[config.mk]
export PLATFORM = sky130hd
export DESIGN_NAME = alu_operand_stage
export DESIGN_NICKNAME = d
export VERILOG_FILES = /design/src/rtl/alu_pkg.sv /design/src/rtl/alu_operand_stage_regfile.sv /design/src/rtl/alu_operand_stage.sv
export SDC_FILE = /design/constraint.sdc
export NUM_CORES = 2
export LEC_CHECK = 0
export ABC_AREA = 1
export CORE_ASPECT_RATIO = 1.2
export CORE_MARGIN = 5
export CORE_UTILIZATION = 25
export DETAILED_ROUTE_END_ITERATION = 8
export HOLD_SLACK_MARGIN = 0.06
export PLACE_DENSITY = 0.49
export SLEW_MARGIN = 40
export SYNTH_ARGS = -nofsm -noshare
export SYNTH_HDL_FRONTEND = slang
export SYNTH_SLANG_ARGS = --single-unit
[constraint.sdc]
create_clock -name clk -period 3 [get_ports clk]
set_clock_uncertainty 0.1 [all_clocks]
set_input_delay 0.9 -clock clk [delete_from_list [all_inputs] [get_ports clk]]
set_output_delay 0.9 -clock clk [all_outputs]
set_load 0.005 [all_outputs]
[src/rtl/alu_pkg.sv]
// Shared types and constants for the ALU operand issue stage.
package alu_pkg;

    localparam int XLEN      = 32;
    localparam int REG_IDX_W = 5;

    typedef enum logic [2:0] {
        ALU_ADD   = 3'd0,
        ALU_SUB   = 3'd1,
        ALU_XOR   = 3'd2,
        ALU_OR    = 3'd3,
        ALU_AND   = 3'd4,
        ALU_PASSB = 3'd5
    } alu_op_e;

endpackage

[src/rtl/alu_operand_stage_regfile.sv]
// Integer register file: two async read ports, one write port, x0 reads as zero.
module regfile
    import alu_pkg::*;
#(
    parameter int XLEN = alu_pkg::XLEN,
    parameter int NREG = 32
) (
    input  logic                 clk,
    input  logic                 rst_n,
    input  logic                 we,
    input  logic [REG_IDX_W-1:0] waddr,
    input  logic [XLEN-1:0]      wdata,
    input  logic [REG_IDX_W-1:0] raddr1,
    input  logic [REG_IDX_W-1:0] raddr2,
    output logic [XLEN-1:0]      rdata1,
    output logic [XLEN-1:0]      rdata2
);

    logic [XLEN-1:0] r_regs [NREG];

    always_ff @(posedge clk or negedge rst_n) begin
        if (!rst_n) begin
            for (int i = 0; i < NREG; i++) begin
                r_regs[i] <= '0;
            end
        end else if (we && (waddr != '0) && (int'(waddr) < NREG)) begin
            r_regs[waddr] <= wdata;
        end
    end

    // Entry 0 may hold nothing useful; the architectural zero comes from here.
    assign rdata1 = ((raddr1 == '0) || (int'(raddr1) >= NREG)) ? '0 : r_regs[raddr1];
    assign rdata2 = ((raddr2 == '0) || (int'(raddr2) >= NREG)) ? '0 : r_regs[raddr2];

endmodule

[src/rtl/alu_operand_stage.sv]
// Issue stage ahead of the ALU: register file, operand forwarding and a one-deep EX register.
// Optional stall counter output enabled by defining ALU_STALL_CNT_EN.
module alu_operand_stage
    import alu_pkg::*;
#(
    parameter int XLEN = alu_pkg::XLEN,
    parameter int NREG = 32
) (
    input  logic                 clk,
    input  logic                 rst_n,
    input  logic                 flush,
    input  logic                 dec_valid,
    output logic                 dec_ready,
    input  logic [REG_IDX_W-1:0] dec_rs1,
    input  logic [REG_IDX_W-1:0] dec_rs2,
    input  logic [REG_IDX_W-1:0] dec_rd,
    input  logic [XLEN-1:0]      dec_imm,
    input  logic                 dec_use_imm,
    input  logic [2:0]           dec_alu_op,
    input  logic                 dec_reg_we,
    input  logic                 wb_we,
    input  logic [REG_IDX_W-1:0] wb_rd,
    input  logic [XLEN-1:0]      wb_data,
    input  logic [XLEN-1:0]      alu_result,
    output logic                 ex_valid,
    input  logic                 ex_ready,
    output logic [XLEN-1:0]      A,
    output logic [XLEN-1:0]      B,
    output logic [2:0]           alu_op,
    output logic [REG_IDX_W-1:0] ex_rd,
`ifdef ALU_STALL_CNT_EN
    output logic [31:0]          stall_cnt,
`endif
    output logic                 ex_reg_we
);

    logic                 r_ex_valid;
    logic [XLEN-1:0]      r_a;
    logic [XLEN-1:0]      r_b;
    logic [2:0]           r_alu_op;
    logic [REG_IDX_W-1:0] r_ex_rd;
    logic                 r_ex_reg_we;

    logic [XLEN-1:0]      w_rf_rdata1;
    logic [XLEN-1:0]      w_rf_rdata2;
    logic [XLEN-1:0]      w_rs1_val;
    logic [XLEN-1:0]      w_rs2_val;
    logic [XLEN-1:0]      w_op_b;
    logic                 w_ex_fwd;
    logic                 w_load;

    regfile #(
        .XLEN (XLEN),
        .NREG (NREG)
    ) u_regfile (
        .clk    (clk),
        .rst_n  (rst_n),
        .we     (wb_we),
        .waddr  (wb_rd),
        .wdata  (wb_data),
        .raddr1 (dec_rs1),
        .raddr2 (dec_rs2),
        .rdata1 (w_rf_rdata1),
        .rdata2 (w_rf_rdata2)
    );

    assign dec_ready = !r_ex_valid || ex_ready;
    assign w_load    = dec_valid && dec_ready && !flush;

    // The ALU result is only forwardable in the cycle downstream commits it.
    assign w_ex_fwd  = r_ex_valid && ex_ready && r_ex_reg_we;

    always_comb begin
        w_rs1_val = w_rf_rdata1;
        if (dec_rs1 == '0) begin
            w_rs1_val = '0;
        end else if (w_ex_fwd && (r_ex_rd == dec_rs1)) begin
            w_rs1_val = alu_result;
        end else if (wb_we && (wb_rd == dec_rs1)) begin
            w_rs1_val = wb_data;
        end

        w_rs2_val = w_rf_rdata2;
        if (dec_rs2 == '0) begin
            w_rs2_val = '0;
        end else if (w_ex_fwd && (r_ex_rd == dec_rs2)) begin
            w_rs2_val = alu_result;
        end else if (wb_we && (wb_rd == dec_rs2)) begin
            w_rs2_val = wb_data;
        end

        w_op_b = dec_use_imm ? dec_imm : w_rs2_val;
    end

    always_ff @(posedge clk or negedge rst_n) begin
        if (!rst_n) begin
            r_ex_valid  <= 1'b0;
            r_a         <= '0;
            r_b         <= '0;
            r_alu_op    <= 3'd0;
            r_ex_rd     <= '0;
            r_ex_reg_we <= 1'b0;
        end else if (flush) begin
            r_ex_valid  <= 1'b0;
        end else if (w_load) begin
            r_ex_valid  <= 1'b1;
            r_a         <= w_rs1_val;
            r_b         <= w_op_b;
            r_alu_op    <= dec_alu_op;
            r_ex_rd     <= dec_rd;
            r_ex_reg_we <= dec_reg_we;
        end else if (ex_ready) begin
            r_ex_valid  <= 1'b0;
        end
    end

`ifdef ALU_STALL_CNT_EN
    logic [31:0] r_stall_cnt;

    // Saturating count of cycles an offered instruction was refused; flush leaves it alone.
    always_ff @(posedge clk or negedge rst_n) begin
        if (!rst_n) begin
            r_stall_cnt <= '0;
        end else if (dec_valid && !dec_ready && (r_stall_cnt != 32'hFFFF_FFFF)) begin
            r_stall_cnt <= r_stall_cnt + 32'd1;
        end
    end

    assign stall_cnt = r_stall_cnt;
`endif

    assign ex_valid  = r_ex_valid;
    assign A         = r_a;
    assign B         = r_b;
    assign alu_op    = r_alu_op;
    assign ex_rd     = r_ex_rd;
    assign ex_reg_we = r_ex_reg_we;

endmodule

## After elaboration in Yosys (flattened, before gate mapping)

Index checks and enable logic that the tools add are counted.

- Memories: 0
- Flip-flop bits (word level): 1098
- Bits in latches: 0
- Bits in read-only memories: 0
- Bits of input ports: 127
- RAM bits: 0

- Divide/modulo/power cells: 0
- Multiply operators: 0
- Eq/ne operators: 4
- Reductions and logical operators: 18
- Mux-type cells: 19
- Shift-type cells: 0
- Magnitude comparators: 4
- Add/subtract/negate cells: 0
- Bitwise gates (word level): 4

Operators by type and width:

| operator | number |
|---|---|
| bitwise mux 1024 bit | 1 |
| two-way mux 32 bit | 12 |
| binary-select mux 32 bit (select 5 bit) | 2 |
| demux 32 bit (select 5 bit) | 1 |
| equality test 5 bit | 4 |
| >= comparator 6 bit (second input constant) | 3 |
| inverter 5 -> 6 bit | 3 |
| logical AND 1 bit | 10 |
| logical NOT 5 bit | 2 |
| less-than comparator 6 x 1 -> 1 bit (second input constant) | 1 |
| nonzero test 5 bit | 1 |
| two-way mux 1 bit | 3 |
| nonzero test 3 bit | 1 |
| logical NOT 1 bit | 2 |
| AND reduction 2 bit | 1 |
| logical OR 1 bit | 1 |
| inverter 1 bit | 1 |

## Longest topological paths before layout

- Depth in word-level cells: 8
- Gate-level depth with buffers: 16
- Depth with buffers taken out: 13

## Cells and area by module

Synthesis repeated with hierarchy kept, for this count alone.

- Cells, all modules: 9107
- Area, all modules: 63459.6 sq um

Modules (own cells, without submodules):

| module | cells each | area an instance (sq um) | times used |
|---|---|---|---|
| regfile | 8312 | 58402.3 | 1 |
| alu_operand_stage | 795 | 5057.4 | 1 |

## Worst setup path before layout

No wires, ideal clock.

- Path kind: input -> register
- Start: input dec_rs1[0]
- End: register r_a[10], in the netlist A[10]
- Cell stages on the path: 12
- Library setup time: 0.117 ns
- Path slack: 0.525 ns
- Data required time: 2.783 ns
- Arrival time: 2.258 ns
- Cells stage by stage: buf_6 buf_6 buf_6 nand2_2 nand4_2 nor3_4 buf_6 nor2_1 nand2_1 nand2_1 nand2_1 nand2_1

- Longest elaborated chain between the ends: 7
- Elaborated cells on any way between the ends: 12
- Classes of those cells: 2 x eq/ne; 6 x mux; 1 x bitwise; 3 x reduce/logical

Ends and longest elaborated chain:

| what | RTL line | source |
|---|---|---|
| start: declaration | alu_operand_stage.sv:14 | `input logic [REG_IDX_W-1:0] dec_rs1,` |
| inverter 5 -> 6 bit (implied by the code) | alu_operand_stage_regfile.sv:32 | `assign rdata1 = ((raddr1 == '0) \|\| (int'(raddr1) >= NREG)) ? '0 : r_regs[raddr1];` |
| binary-select mux 32 bit (select 5 bit) | alu_operand_stage_regfile.sv:32 |  |
| two-way mux 32 bit (implied by the code) (2 in series) | alu_operand_stage_regfile.sv:32 |  |
| two-way mux 32 bit | alu_operand_stage.sv:79 | `end else if (wb_we && (wb_rd == dec_rs1)) begin` |
| two-way mux 32 bit | alu_operand_stage.sv:77 | `end else if (w_ex_fwd && (r_ex_rd == dec_rs1)) begin` |
| two-way mux 32 bit * | alu_operand_stage.sv:75 | `if (dec_rs1 == '0) begin` |
| end signal: assignment | alu_operand_stage.sv:107 | `r_a <= w_rs1_val;` |
| end: declaration | alu_operand_stage.sv:38 | `logic [XLEN-1:0] r_a;` |

Mark *: on every way between the ends. The rest lies on a longest branch, timed or not. The select of a mux whose other input is x is not followed.
A chain may end at the register's enable or synchronous reset.

## Final worst setup path

- Start: register r_a[16], in the netlist A[16]
- End: output A[16]

RTL lines:

| what | RTL line | source |
|---|---|---|
| end: declaration | alu_operand_stage.sv:27 | `output logic [XLEN-1:0] A,` |

No word-level cell between the ends.

==> out/qor.csv <==
stage,metric,value,unit
synth,synth_seq_area_share,0.453,
grt,grt_pass1_wl,422000,µm
worst_setup_path,crit_type,flip-flop to output port,
worst_setup_path,path_max_fanout,2,
floorplan,die-area,253000,µm²
finish,syn_to_final_growth,23.9,%
grt,grt_start_max_net_pins,103,
grt,grt_antenna_before_repair,11,
timing,setup_viol,0,
synth,netlist_area,60600,µm²
cts,cts.clk_slew.worst_paths,60,ps
timing,fmax,341,MHz
routing,drt_wl_total,291000,µm
placement,place_inst,11945,
worst_setup_path,worst_path_max_delay_cell,clkdlybuf4s50_1,
synth,synth_cells,8718,
routing,drt_first_pass_iters,6,
synth,synth.distinct_cells,36,
floorplan,fp-row-count,198,
grt,grt_pass1_vias,59777,
cts,cts_max_level,4,
routing,vias,62944,
power_and_ir_drop,finalPower,46100,µW
synth,synth_edf_count,0,
placement,post_dp_cell_area,70700,µm²
synth,synth.area.top_cells,"dfrtp_1, nand2_1, o21ai_0, nand3_1, a21oi_1",
cts,cts_buffers,133,
synth,yosys.area.top_type,dfrtp_1,
finish,layout-drive-gt1-share,0.0961,
cts,cts_tree,done,
worst_setup_path,crit_path_end_kind,output port,
routing,wire_per_inst,23.9,µm
synth,syn_area_per_cell,6.95,µm²
worst_setup_path,crit_start,A[16],
cts,postCtsSetupRepairBufs,0,
placement,gp_congestion,0.916,
floorplan,coreArea,242000,µm²
worst_setup_path,critPathBufInv,1,
timing,relSlewSlack,0.552,
worst_setup_path,r2r_start,ex_rd[4],
synth,ys_warn_count,0,
power_and_ir_drop,ir_drop,0.635,mV
worst_hold_path,hp-start,u_regfile.r_regs[1014],
finish,final_nets,9008,
finish,final_cell_area,75100,µm²
worst_setup_path,cp_data_arrival_time,1930,ps
worst_hold_path,hold_class,flip-flop to flip-flop,
routing,ant_nets,0,
routing,drtIter0Drc,7547,
worst_setup_path,crit_chain,clkdlybuf4s50_1,
timing,tightest_slew,670,ps
worst_setup_path,startpoint_type,flip-flop,
cts,cts_sinks,1098,
cts,cts_root_buf,clkbuf_16,
power_and_ir_drop,leakage,0.0339,µW
grt,track_usage,0.224,
synth,synth_top_area_frac,0.453,
finish,final_core_util,0.310,
worst_setup_path,crit_family,buffers and inverters,
timing,hold_ws,275,ps
grt,grt_overflow_total,0,
routing,viasPerCell,5.17,
placement,portBuffers,201,
timing,fin_crit,2930,ps
timing,period_share,0.978,
power_and_ir_drop,power.density,614,nW/µm²
finish,final_cells,12186,
timing,hold_viol_final,0,
finish,fill_cells,25930,
cts,cts_max_path_buffers,3,
floorplan,ios,202,
timing,slew_viol_final,0,
job,cap_violations,0,
placement,detailed_place_hpwl,196000,µm
floorplan,die_h,549,µm
synth,synth-seq-cells,1098,
floorplan,start_util,0.250,
worst_setup_path,cpPeakStageDelay,600,ps
outcome,run_status,completed,
synth,syn_nets,8845,
worst_setup_path,required,2000,ps
cts,clk_latency,810,ps
timing,rsz0062_at_grt,no,
floorplan,die-width,460,µm
synth,synth_async_sr_flop_share,1.00,
routing,drc,0,
synth,ys.flop_type,dfrtp_1,
[per-stage QoR]
stage               worst slack [ps]  TNS, ps
floorplan                        525        0
global placement                -184    -3600
detailed placement              -184    -5320
CTS                             3.65        0
global route                    34.5        0
finish                          67.4        0
[placed cells by master, fill, tap and decap left out, drive strengths merged]
cell type         n
a21boi            6
a21oi           443
a41o              1
buf             587
bufinv            7
clkbuf          198
clkdlybuf4s50   189
clkinv           29
dfrtp          1098
diode             4
dlygate4sd2       1
dlygate4sd3       1
inv             344
nand2          3048
nand3           668
nand4             2
nor2            555
nor3             15
nor4              1
o2111ai           1
o211ai           61
o21a             62
o21ai          1618
o22ai            38
o41ai             1
or2               3
or3               1
xnor2             3
xor2              1
[registers in the layout, indices dropped and copies added (netlist names)]
| signal | count |
|---|---|
| B | 32 |
| ex_reg_we | 1 |
| ex_valid | 1 |
| A | 32 |
| u_regfile.r_regs | 1024 |
| ex_rd | 5 |
| alu_op | 3 |
[timing repair]
action,CTS,global route
setup endpoints to repair,4,0
endpoints found under the hold margin,27,0
resized for setup,4,0
hold buffers,1,0
[synthesized netlist by cell type (5+ instances only)]
library cell and number:
o21ai_0 1486, nand3_1 667, clkbuf_1 462, buf_1 57
buf_4 13, a21boi_0 6, nor2_1 550, o21ai_1 132
o22ai_1 38, a21oi_1 443, nor2_2 5, inv_2 16
nor3_1 10, dfrtp_1 1098, o21a_1 62, buf_2 209
nand2_1 3047, inv_1 319, o211ai_1 61, buf_6 11
[per-layer routing]
layer | GRT usage | routed length [µm] | vias up
met4 | 0.136 | 20400 | 2
li1 | - | - | 28747
met1 | 0.284 | 117000 | 30474
met3 | 0.0361 | 21900 | 695
met2 | 0.357 | 131000 | 3026
met5 | 0 | 13 | -
[logic make-up after synthesis]
group,count (synthesis),synth area share
AO/OA/AOI/OAI,2231,0.191
XOR/XNOR,4,0.000578
buffers and inverters,1092,0.0742
flip-flops,1098,0.453
AND/OR/NAND/NOR,4293,0.281
[cell type report]
type                    count  area (µm²)  share of cell area
clock inverters            40         534             0.00711
flip-flops and latches   1098       27500               0.366
clock buffers             196        3850              0.0513
diodes                      4        10.0            0.000133
well taps                3200        4000              0.0533
repair buffers            780        9080               0.121
inverters                 340        1310              0.0174
multi-input cells        6528       28800               0.384
[report_power, final]
group	leakage, µW	internal [µW]	switching [µW]
combinational	0.0177	3800	5910
sequential	0.0140	17600	2150
clock	0.00215	9560	7080
[path summary, 6_finish.rpt]
kind | to | slack [ps] | depth (start not counted)
max reg2reg | B[1] | 850 | 11
min | u_regfile.r_regs[1014] | 270 | 0
max | A[16] | 70 | 1
max in group asynchronous | u_regfile.r_regs[188] | 1160 | 3
min in group asynchronous | u_regfile.r_regs[862] | 630 | 2
min reg2reg | u_regfile.r_regs[1014] | 270 | 0
(Power assumes the default switching activity.)
